--- src/rtl/filter_window_sequencer.sv ---
// filter_window_sequencer: walks a source frame in raster order, fetches the
// 3x3 edge-clamped neighbourhood of every pixel (one read per cycle), presents
// it to an external filter core as one registered 108-bit window, and writes
// the filter result back to the destination frame FILTER_LAT cycles later.
// Ports:
//   clk, reset (sync, active-low), start -> frame request, busy/done status
//   rd_en/rd_addr/rd_data              -> source frame, 1-cycle read latency
//   color_data/win_valid               -> window to the filter core
//   filter_rgb_in                      -> filter core result
//   wr_en/wr_addr/wr_data              -> destination frame write port
module filter_window_sequencer #(
  parameter int unsigned IMG_W      = 64,
  parameter int unsigned IMG_H      = 48,
  parameter int unsigned ADDR_W     = 12,
  parameter int unsigned FILTER_LAT = 4
) (
  input  logic              clk,
  input  logic              reset,
  input  logic              start,
  output logic              busy,
  output logic              done,
  output logic              rd_en,
  output logic [ADDR_W-1:0] rd_addr,
  input  logic [11:0]       rd_data,
  output logic [107:0]      color_data,
  output logic              win_valid,
  input  logic [11:0]       filter_rgb_in,
  output logic              wr_en,
  output logic [ADDR_W-1:0] wr_addr,
  output logic [11:0]       wr_data
);

  localparam int unsigned PIX_W = 12;
  localparam int unsigned WIN_W = 9 * PIX_W;

  localparam logic [2:0] S_IDLE  = 3'd0;
  localparam logic [2:0] S_FETCH = 3'd1;
  localparam logic [2:0] S_WAIT  = 3'd2;
  localparam logic [2:0] S_ISSUE = 3'd3;
  localparam logic [2:0] S_DRAIN = 3'd4;

  localparam logic [ADDR_W-1:0] X_MAX  = ADDR_W'(IMG_W - 1);
  localparam logic [ADDR_W-1:0] Y_MAX  = ADDR_W'(IMG_H - 1);
  localparam logic [ADDR_W-1:0] ROW_SZ = ADDR_W'(IMG_W);
  localparam logic [3:0]        K_LAST = 4'd8;

  logic [2:0]        state, state_d;
  logic [ADDR_W-1:0] x, x_d, y, y_d;
  logic [3:0]        k, k_d;
  logic              issue, finish;
  logic [ADDR_W-1:0] rd_addr_d, pix_addr;
  logic              prev_rd;
  logic [WIN_W-1:0]  staging;
  logic [FILTER_LAT-1:0] dl_vld;
  logic [ADDR_W-1:0]     dl_addr [FILTER_LAT];

  // Address of neighbour k of (px,py) in fetch order, clamped to the frame.
  function automatic logic [ADDR_W-1:0] nbr_addr(input logic [ADDR_W-1:0] px,
                                                  input logic [ADDR_W-1:0] py,
                                                  input logic [3:0]        kk);
    logic [ADDR_W-1:0] xl, xr, yu, yd, nx, ny;
    xl = (px == '0)    ? px : px - ADDR_W'(1);
    xr = (px == X_MAX) ? px : px + ADDR_W'(1);
    yu = (py == '0)    ? py : py - ADDR_W'(1);
    yd = (py == Y_MAX) ? py : py + ADDR_W'(1);
    nx = px;
    ny = py;
    case (kk)
      4'd1: nx = xl;
      4'd2: nx = xr;
      4'd3: ny = yu;
      4'd4: ny = yd;
      4'd5: begin nx = xl; ny = yu; end
      4'd6: begin nx = xr; ny = yu; end
      4'd7: begin nx = xl; ny = yd; end
      4'd8: begin nx = xr; ny = yd; end
      default: ;
    endcase
    return ny * ROW_SZ + nx;
  endfunction

  // Next-state and counter logic.
  always_comb begin
    state_d = state;
    x_d     = x;
    y_d     = y;
    k_d     = k;
    issue   = 1'b0;
    finish  = 1'b0;
    case (state)
      S_IDLE: begin
        if (start) begin
          state_d = S_FETCH;
          x_d     = '0;
          y_d     = '0;
          k_d     = '0;
        end
      end
      S_FETCH: begin
        if (k == K_LAST) begin
          state_d = S_WAIT;
          k_d     = '0;
        end else begin
          k_d = k + 4'd1;
        end
      end
      S_WAIT: state_d = S_ISSUE;
      S_ISSUE: begin
        issue = 1'b1;
        if (x == X_MAX && y == Y_MAX) begin
          state_d = S_DRAIN;
        end else begin
          state_d = S_FETCH;
          if (x == X_MAX) begin
            x_d = '0;
            y_d = y + ADDR_W'(1);
          end else begin
            x_d = x + ADDR_W'(1);
          end
        end
      end
      S_DRAIN: begin
        if (dl_vld == '0) begin
          state_d = S_IDLE;
          finish  = 1'b1;
        end
      end
      default: state_d = S_IDLE;
    endcase
  end

  always_comb begin
    rd_addr_d = nbr_addr(x_d, y_d, k_d);
    pix_addr  = nbr_addr(x, y, 4'd0);
  end

  // Filter result passes straight through; only its timing is qualified by wr_en.
  assign wr_data = filter_rgb_in;

  // State, datapath and registered outputs.
  always_ff @(posedge clk) begin
    if (!reset) begin
      state      <= S_IDLE;
      x          <= '0;
      y          <= '0;
      k          <= '0;
      busy       <= 1'b0;
      done       <= 1'b0;
      rd_en      <= 1'b0;
      rd_addr    <= '0;
      prev_rd    <= 1'b0;
      staging    <= '0;
      color_data <= '0;
      win_valid  <= 1'b0;
      dl_vld     <= '0;
      for (int i = 0; i < int'(FILTER_LAT); i++) dl_addr[i] <= '0;
      wr_en      <= 1'b0;
      wr_addr    <= '0;
    end else begin
      state   <= state_d;
      x       <= x_d;
      y       <= y_d;
      k       <= k_d;
      busy    <= (state_d != S_IDLE);
      done    <= finish;
      rd_en   <= (state_d == S_FETCH);
      rd_addr <= (state_d == S_FETCH) ? rd_addr_d : '0;
      prev_rd <= rd_en;
      // Read data lands one cycle after its request; shifting in keeps the
      // first-fetched (original) pixel at the top of the window.
      if (prev_rd) staging <= {staging[WIN_W-PIX_W-1:0], rd_data};
      win_valid <= issue;
      if (issue) color_data <= staging;
      // Tagged delay line: entry i holds the pixel issued i+1 cycles ago.
      for (int i = int'(FILTER_LAT) - 1; i > 0; i--) begin
        dl_vld[i]  <= dl_vld[i-1];
        dl_addr[i] <= dl_addr[i-1];
      end
      dl_vld[0]  <= issue;
      dl_addr[0] <= pix_addr;
      wr_en      <= dl_vld[FILTER_LAT-1];
      wr_addr    <= dl_vld[FILTER_LAT-1] ? dl_addr[FILTER_LAT-1] : '0;
    end
  end

endmodule
--- config.mk ---
export PLATFORM = sky130hd
export DESIGN_NAME = filter_window_sequencer
export DESIGN_NICKNAME = d
export VERILOG_FILES = /design/src/rtl/filter_window_sequencer.sv
export SDC_FILE = /design/constraint.sdc
export NUM_CORES = 1
export LEC_CHECK = 0
export CELL_PAD_IN_SITES_DETAIL_PLACEMENT = 0
export CELL_PAD_IN_SITES_GLOBAL_PLACEMENT = 1
export CORE_AREA = 10 10 183 185
export CTS_CLUSTER_SIZE = 30
export DETAILED_ROUTE_END_ITERATION = 7
export DIE_AREA = 0 0 193 195
export GPL_TIMING_DRIVEN = 0
export PLACE_DENSITY_LB_ADDON = 0.1
export SLEW_MARGIN = 10
export SYNTH_ARGS = -nofsm -noshare
export SYNTH_HDL_FRONTEND = slang
export SYNTH_SLANG_ARGS = --single-unit
--- constraint.sdc ---
create_clock -name clk -period 11.6 [get_ports clk]
set_input_delay 2.9 -clock clk [delete_from_list [all_inputs] [get_ports clk]]
set_output_delay 2.9 -clock clk [all_outputs]
set_load 0.005 [all_outputs]
* Word-level counts from Yosys, hierarchy flattened *
Memory sizes are Yosys's and may differ from the RTL's. A register that Yosys moved wholly into a read port is not among the register bits.
Index checks and enable logic that the tools add are counted.

word-level totals
  flip-flop bits (word level) = 269
  bits in writable memories = 48
  input bits = 27
  output and inout bits = 149
  logic and storage cells = 90
  memories kept = 1

memories
  memory   depth  width  rd ports  clocked after memory_dff  write ports  RTL line  text
  dl_addr  4      12     4         1                         4            55        logic [ADDR_W-1:0] dl_addr [FILTER_LAT];

operators by class
  add/sub/neg operators = 9
  eq/ne operators = 18
  muxes and demuxes = 30
  bitwise logic cells = 4
  reductions and logical operators = 14

operator list
  cell                                                  count
  two-way mux 12 bit                                    12
  case mux 12 bit (2 select lines)                      3
  equality test 12 x 6 -> 1 bit, second input constant  4
  adder 12 x 1 -> 12 bit, second input constant         3
  adder 12 bit                                          2
  zero test 12 bit                                      2
  equality test 4 x 3 -> 1 bit, second input constant   4
  case mux 3 bit (5 select lines)                       1
  two-way mux 3 bit                                     4
  two-way mux 6 bit                                     2
  case mux 6 bit (2 select lines)                       1
  OR reduction 3 bit                                    4
  subtractor 12 x 1 -> 12 bit, second input constant    1
  equality test 4 x 2 -> 1 bit, second input constant   2
  equality test 4 bit, second input constant            2
  two-way mux 4 bit                                     2
  case mux 4 bit (2 select lines)                       1
  adder 6 x 1 -> 6 bit, second input constant           1
  equality test 3 x 1 -> 1 bit, second input constant   2
  equality test 3 x 2 -> 1 bit, second input constant   2
  AND reduction 2 bit                                   3
  subtractor 6 x 1 -> 6 bit, second input constant      1
  adder 4 x 1 -> 4 bit, second input constant           1
  equality test 4 x 1 -> 1 bit, second input constant   1
  8 further kinds                                       14

* Longest topological paths before layout *
  depth after elaboration = 8
  depth in mapped cells = 26
  mapped depth without buffers = 24

* Worst setup path after synthesis *
Ideal clock, no wire load.

  path type = input to register
  start = input start
  end = register rd_addr[11]
  library setup time = 0.128 ns
  arrival = 6.731 ns
  data required time = 11.472 ns
  setup slack = 4.741 ns
  cell stages on the path = 23
  path buffers = 0
  cells stage by stage = or4b_1 > nand2_1 > o21ai_1 > and2_1 > a21oi_1 > inv_1 > ha_1 > nand2_1 > nor3_2 > a21oi_1 > a21o_1 > a21oi_1 > o21ai_0 > ha_1 > a21o_1 > a21oi_1 > o21bai_1 > a21oi_1 > inv_1 > o21a_1 > a211oi_2 > xor2_1 > nor2_1

between the ends
  word-level cells in the longest chain between the ends = 6
  elaborated cells on any way between the ends = 37
  those cells by class = 5 x add/sub; 11 x eq/ne; 14 x mux; 7 x reduce/logical

RTL lines
  item                                            RTL line  text
  start: declaration                              19        input logic start,
  two-way mux 12 bit *                            92        if (start) begin
  case mux 12 bit (2 select lines) *              90        case (state)
  net x_d[1]                                      48        logic [ADDR_W-1:0] x, x_d, y, y_d;
  adder 12 x 1 -> 12 bit (tied with other cells)  63        xr = (px == X_MAX) ? px : px + ADDR_W'(1);
  two-way mux 12 bit, on equally long branches    63, 62
  case mux 12 bit (2 select lines) *              68        case (kk)
  adder 12 bit *                                  79        return ny * ROW_SZ + nx;
  end signal: assignment                          167       rd_addr <= (state_d == S_FETCH) ? rd_addr_d : '0;
  end: declaration                                23        output logic [ADDR_W-1:0] rd_addr,

The timed path passes the listed nets; every way through them passes the cells marked *.
A chain may end at the register's enable or synchronous reset.

* Final worst setup path *
Same ends and word-level chain as after synthesis.

==> summary.md <==
| Metric | Value |
|---|---|
| Leakage | `0.00605 µW` |
| Detailed placer's ending HPWL | `27500 µm` |
| Rows | `64` |
| Fmax achieved | `123 MHz` |
| Setup crit start kind | `primary input` |
| Routed WL | `37300 µm` |
| Warning count from the yosys run | `0` |
| GR Util All Layers | `19.3%` |
| Worst slew margin relative to its limit | `30.4%` |
| Critical path type | `primary input to flip-flop` |
| Layout cells sized above 1 | `6.22%` |
| Die H | `195 µm` |
| Setup Buffers After CTS | `0` |
| Asr flop ratio synth | `0%` |
| Most frequent cells in the layout | `dfxtp_1, nand2_1, nor2_1` |
| Final worst path period need | `8100 ps` |
| Post-CTS resize count | `0` |
| Post-Syn Instances | `1495` |
| # Max-Cap Violations | `0` |
| Seq cells post-synth | `328` |
| Vias in the first global route | `10600` |
| Power Total | `2340 µW` |
| Worst-Skew Late Latency | `520 ps` |
| Ports | `176` |
| Initial cell density of the core | `44.2%` |
| Hold_buf cts | `0` |
| Fin cells | `2116` |
| M1 GR Usage | `27.3%` |
| Met3 Use GR | `3.81%` |
| EDFF count, synth | `0` |
| Reg2reg path depth | `26` |
| Antenna Cells | `0` |
| Pin count of the biggest net entering global routing | `14` |
| Initial antenna violation count | `0` |
| Top cells by area, synth | `dfxtp_1, mux2i_1, nand2_1, a21oi_1, nor2_1` |
| First-pass GRT wire length | `58800 µm` |
| Clock buffer depth | `3` |
| Max-slew violations | `0` |
| Root Driver | `clkbuf_16` |
| Worst path arrival time | `8490 ps` |
| CTS sink cnt | `328` |
| Total grt overflow | `0` |
| Slew @ Worst Pin | `1040 ps` |
| Synth-to-Final Area Change | `24.9%` |
| Post-synthesis average cell area | `8.88 µm²` |
| HP Class | `flip-flop to flip-flop` |
| Top Usage Layer GRT | `met2` |
| WL/cell | `17.6 µm` |
| Pwr per Cell Area | `141 nW/µm²` |
| Post-synth top area share | `49.4%` |
| Predominant post-synthesis flop cell | `dfxtp_1` |
| Via count | `11000` |
| Tcrit/Tclk final | `69.9%` |
| Syn Nets | `1543` |
| CTS tree | `done` |
| Drt first-iter violations | `764` |
| Die X | `193 µm` |
| IO buf count | `163` |
| Outcome | `finished, final reports clean` |
| Yosys cell types | `88` |
| Core area | `30000 µm²` |
| Sum Neg Setup Slack | `0 ps` |
| Worst hold path depth | `1` |
| Clk slew on worst S/H paths | `60 ps` |
| Critical Path End Type | `flip-flop` |
| Net count, final | `1744` |
| Final Hold Vio Count | `0` |
| Clk_skew | `20.3 ps` |
| Placed cells | `2054` |
| # H-tree levels | `2` |
| Antenna-violating nets left | `0` |
| Routability Congestion | `0.898` |
| Register area share after synthesis | `49.4%` |
| Pre-antenna DRT Iters | `5` |
| Most common cell after layout, fill and taps aside | `dfxtp_1` |
| Vias per cell | `5.22` |
| Cts bufs inserted | `36` |
| Met2 GRT Util | `29.6%` |
| Synth Cell Area | `13300 µm²` |
| Final Setup Violations | `0` |
| Max IR drop VDD | `0.0876 mV` |
| CP max FO | `10` |
| Leading area contributor after synthesis | `dfxtp_1` |
| RSZ-0062 raised after global routing | `no` |
| Worst path required time | `11990 ps` |
| Number of remaining DRC errors | `0` |
| Die area | `37600 µm²` |
## final timing paths
kind / startpoint / to / slack [ps]
max: start / rd_addr[11] / 3500
min: dl_addr[0][9] / dl_addr[1][9] / 430
max reg2reg: x[1] / rd_addr[11] / 5660
min reg2reg: dl_addr[0][9] / dl_addr[1][9] / 430
## synthesized netlist by cell type, types with 8 or more instances
| master | number |
|---|---|
| nor2_1 | 171 |
| inv_1 | 20 |
| clkbuf_1 | 75 |
| mux2i_1 | 109 |
| a211oi_1 | 8 |
| and4_1 | 9 |
| nor3_1 | 16 |
| xnor2_1 | 16 |
| ha_1 | 19 |
| a21oi_1 | 141 |
| and2_1 | 58 |
| nand2_1 | 250 |
| buf_4 | 12 |
| and3_1 | 23 |
| nand4_1 | 18 |
| a21o_1 | 8 |
| buf_2 | 9 |
| o21ai_0 | 21 |
| nand3_1 | 28 |
| dfxtp_1 | 328 |
| buf_1 | 10 |
| o21ai_1 | 9 |
## state kept, by name, indices dropped and copies added (netlist names)
signal,count
busy,1
color_data,108
dl_addr,48
dl_vld,4
done,1
k,4
prev_rd,1
rd_addr,12
rd_en,1
staging,108
state,3
wr_addr,12
wr_en,1
x,12
y,12
## final cells by class
type                       instances  area, µm²
buffer                           108        477
clock buffer                      54       1070
clock inverter                     8        105
fill                            2861      13400
inverter                          21       78.8
multi-input combinational       1038       6160
sequential                       328       6570
tap                              396        495
timing repair buffer             163       1630
## metal layers
metal  part of all wire [%]  vias to the layer above
met4                    1.9                        0
met2                     43                      280
met5                      0                        -
li1                       -                     5523
met3                    6.3                       67
met1                     48                     5175
## critical path: stages
cell             delay (ps)
clkdlybuf4s50_1         600
or4b_1                  520
nand2_1                 300
o21ai_1                 210
and2_1                  240
a21oi_1                 330
inv_1                   140
ha_1                    240
nand2_1                 120
nor3_2                  100
a21oi_1                 730
a221oi_1                210
o21ai_0                 310
ha_1                    330
a21oi_1                 210
o21bai_1                100
a21oi_1                 200
inv_1                    80
o21a_1                  110
a211oi_2                230
xor2_1                  210
nor2_1                   60
## logic make-up after synthesis
logic type	after synthesis	share of synthesized area, %
and+or+nand+nor	632	22.9
DFF	328	49.4
AOI/OAI and AO/OA	253	11.7
buffers and inverters	129	4.18
muxes	110	8.30
xor gates and xnor gates	22	1.45
adders and majority gates	21	2.09
## power by group
part	internal, µW	leakage, µW	total, µW	switching (µW)
clock	680	0.000580	1130	445
combinational	30.4	0.00283	81.1	50.8
sequential	1130	0.00264	1130	3.37
total	1840	0.00605	2340	499
## through the flow
step / worst slack (ps) / utilization (%) / hold slack (ps) / instance area [µm²]
floorplan: 4740 / - / 412 / 13300
global placement: 3010 / 51.3 / 416 / 15400
detailed placement: 3020 / 51.3 / 418 / 15400
CTS: 3550 / 55.2 / 430 / 16600
global route: 2980 / 55.2 / 442 / 16600
finish: 3500 / 55.2 / 428 / 16600
No activity file was read; power rests on OpenSTA's default activity.
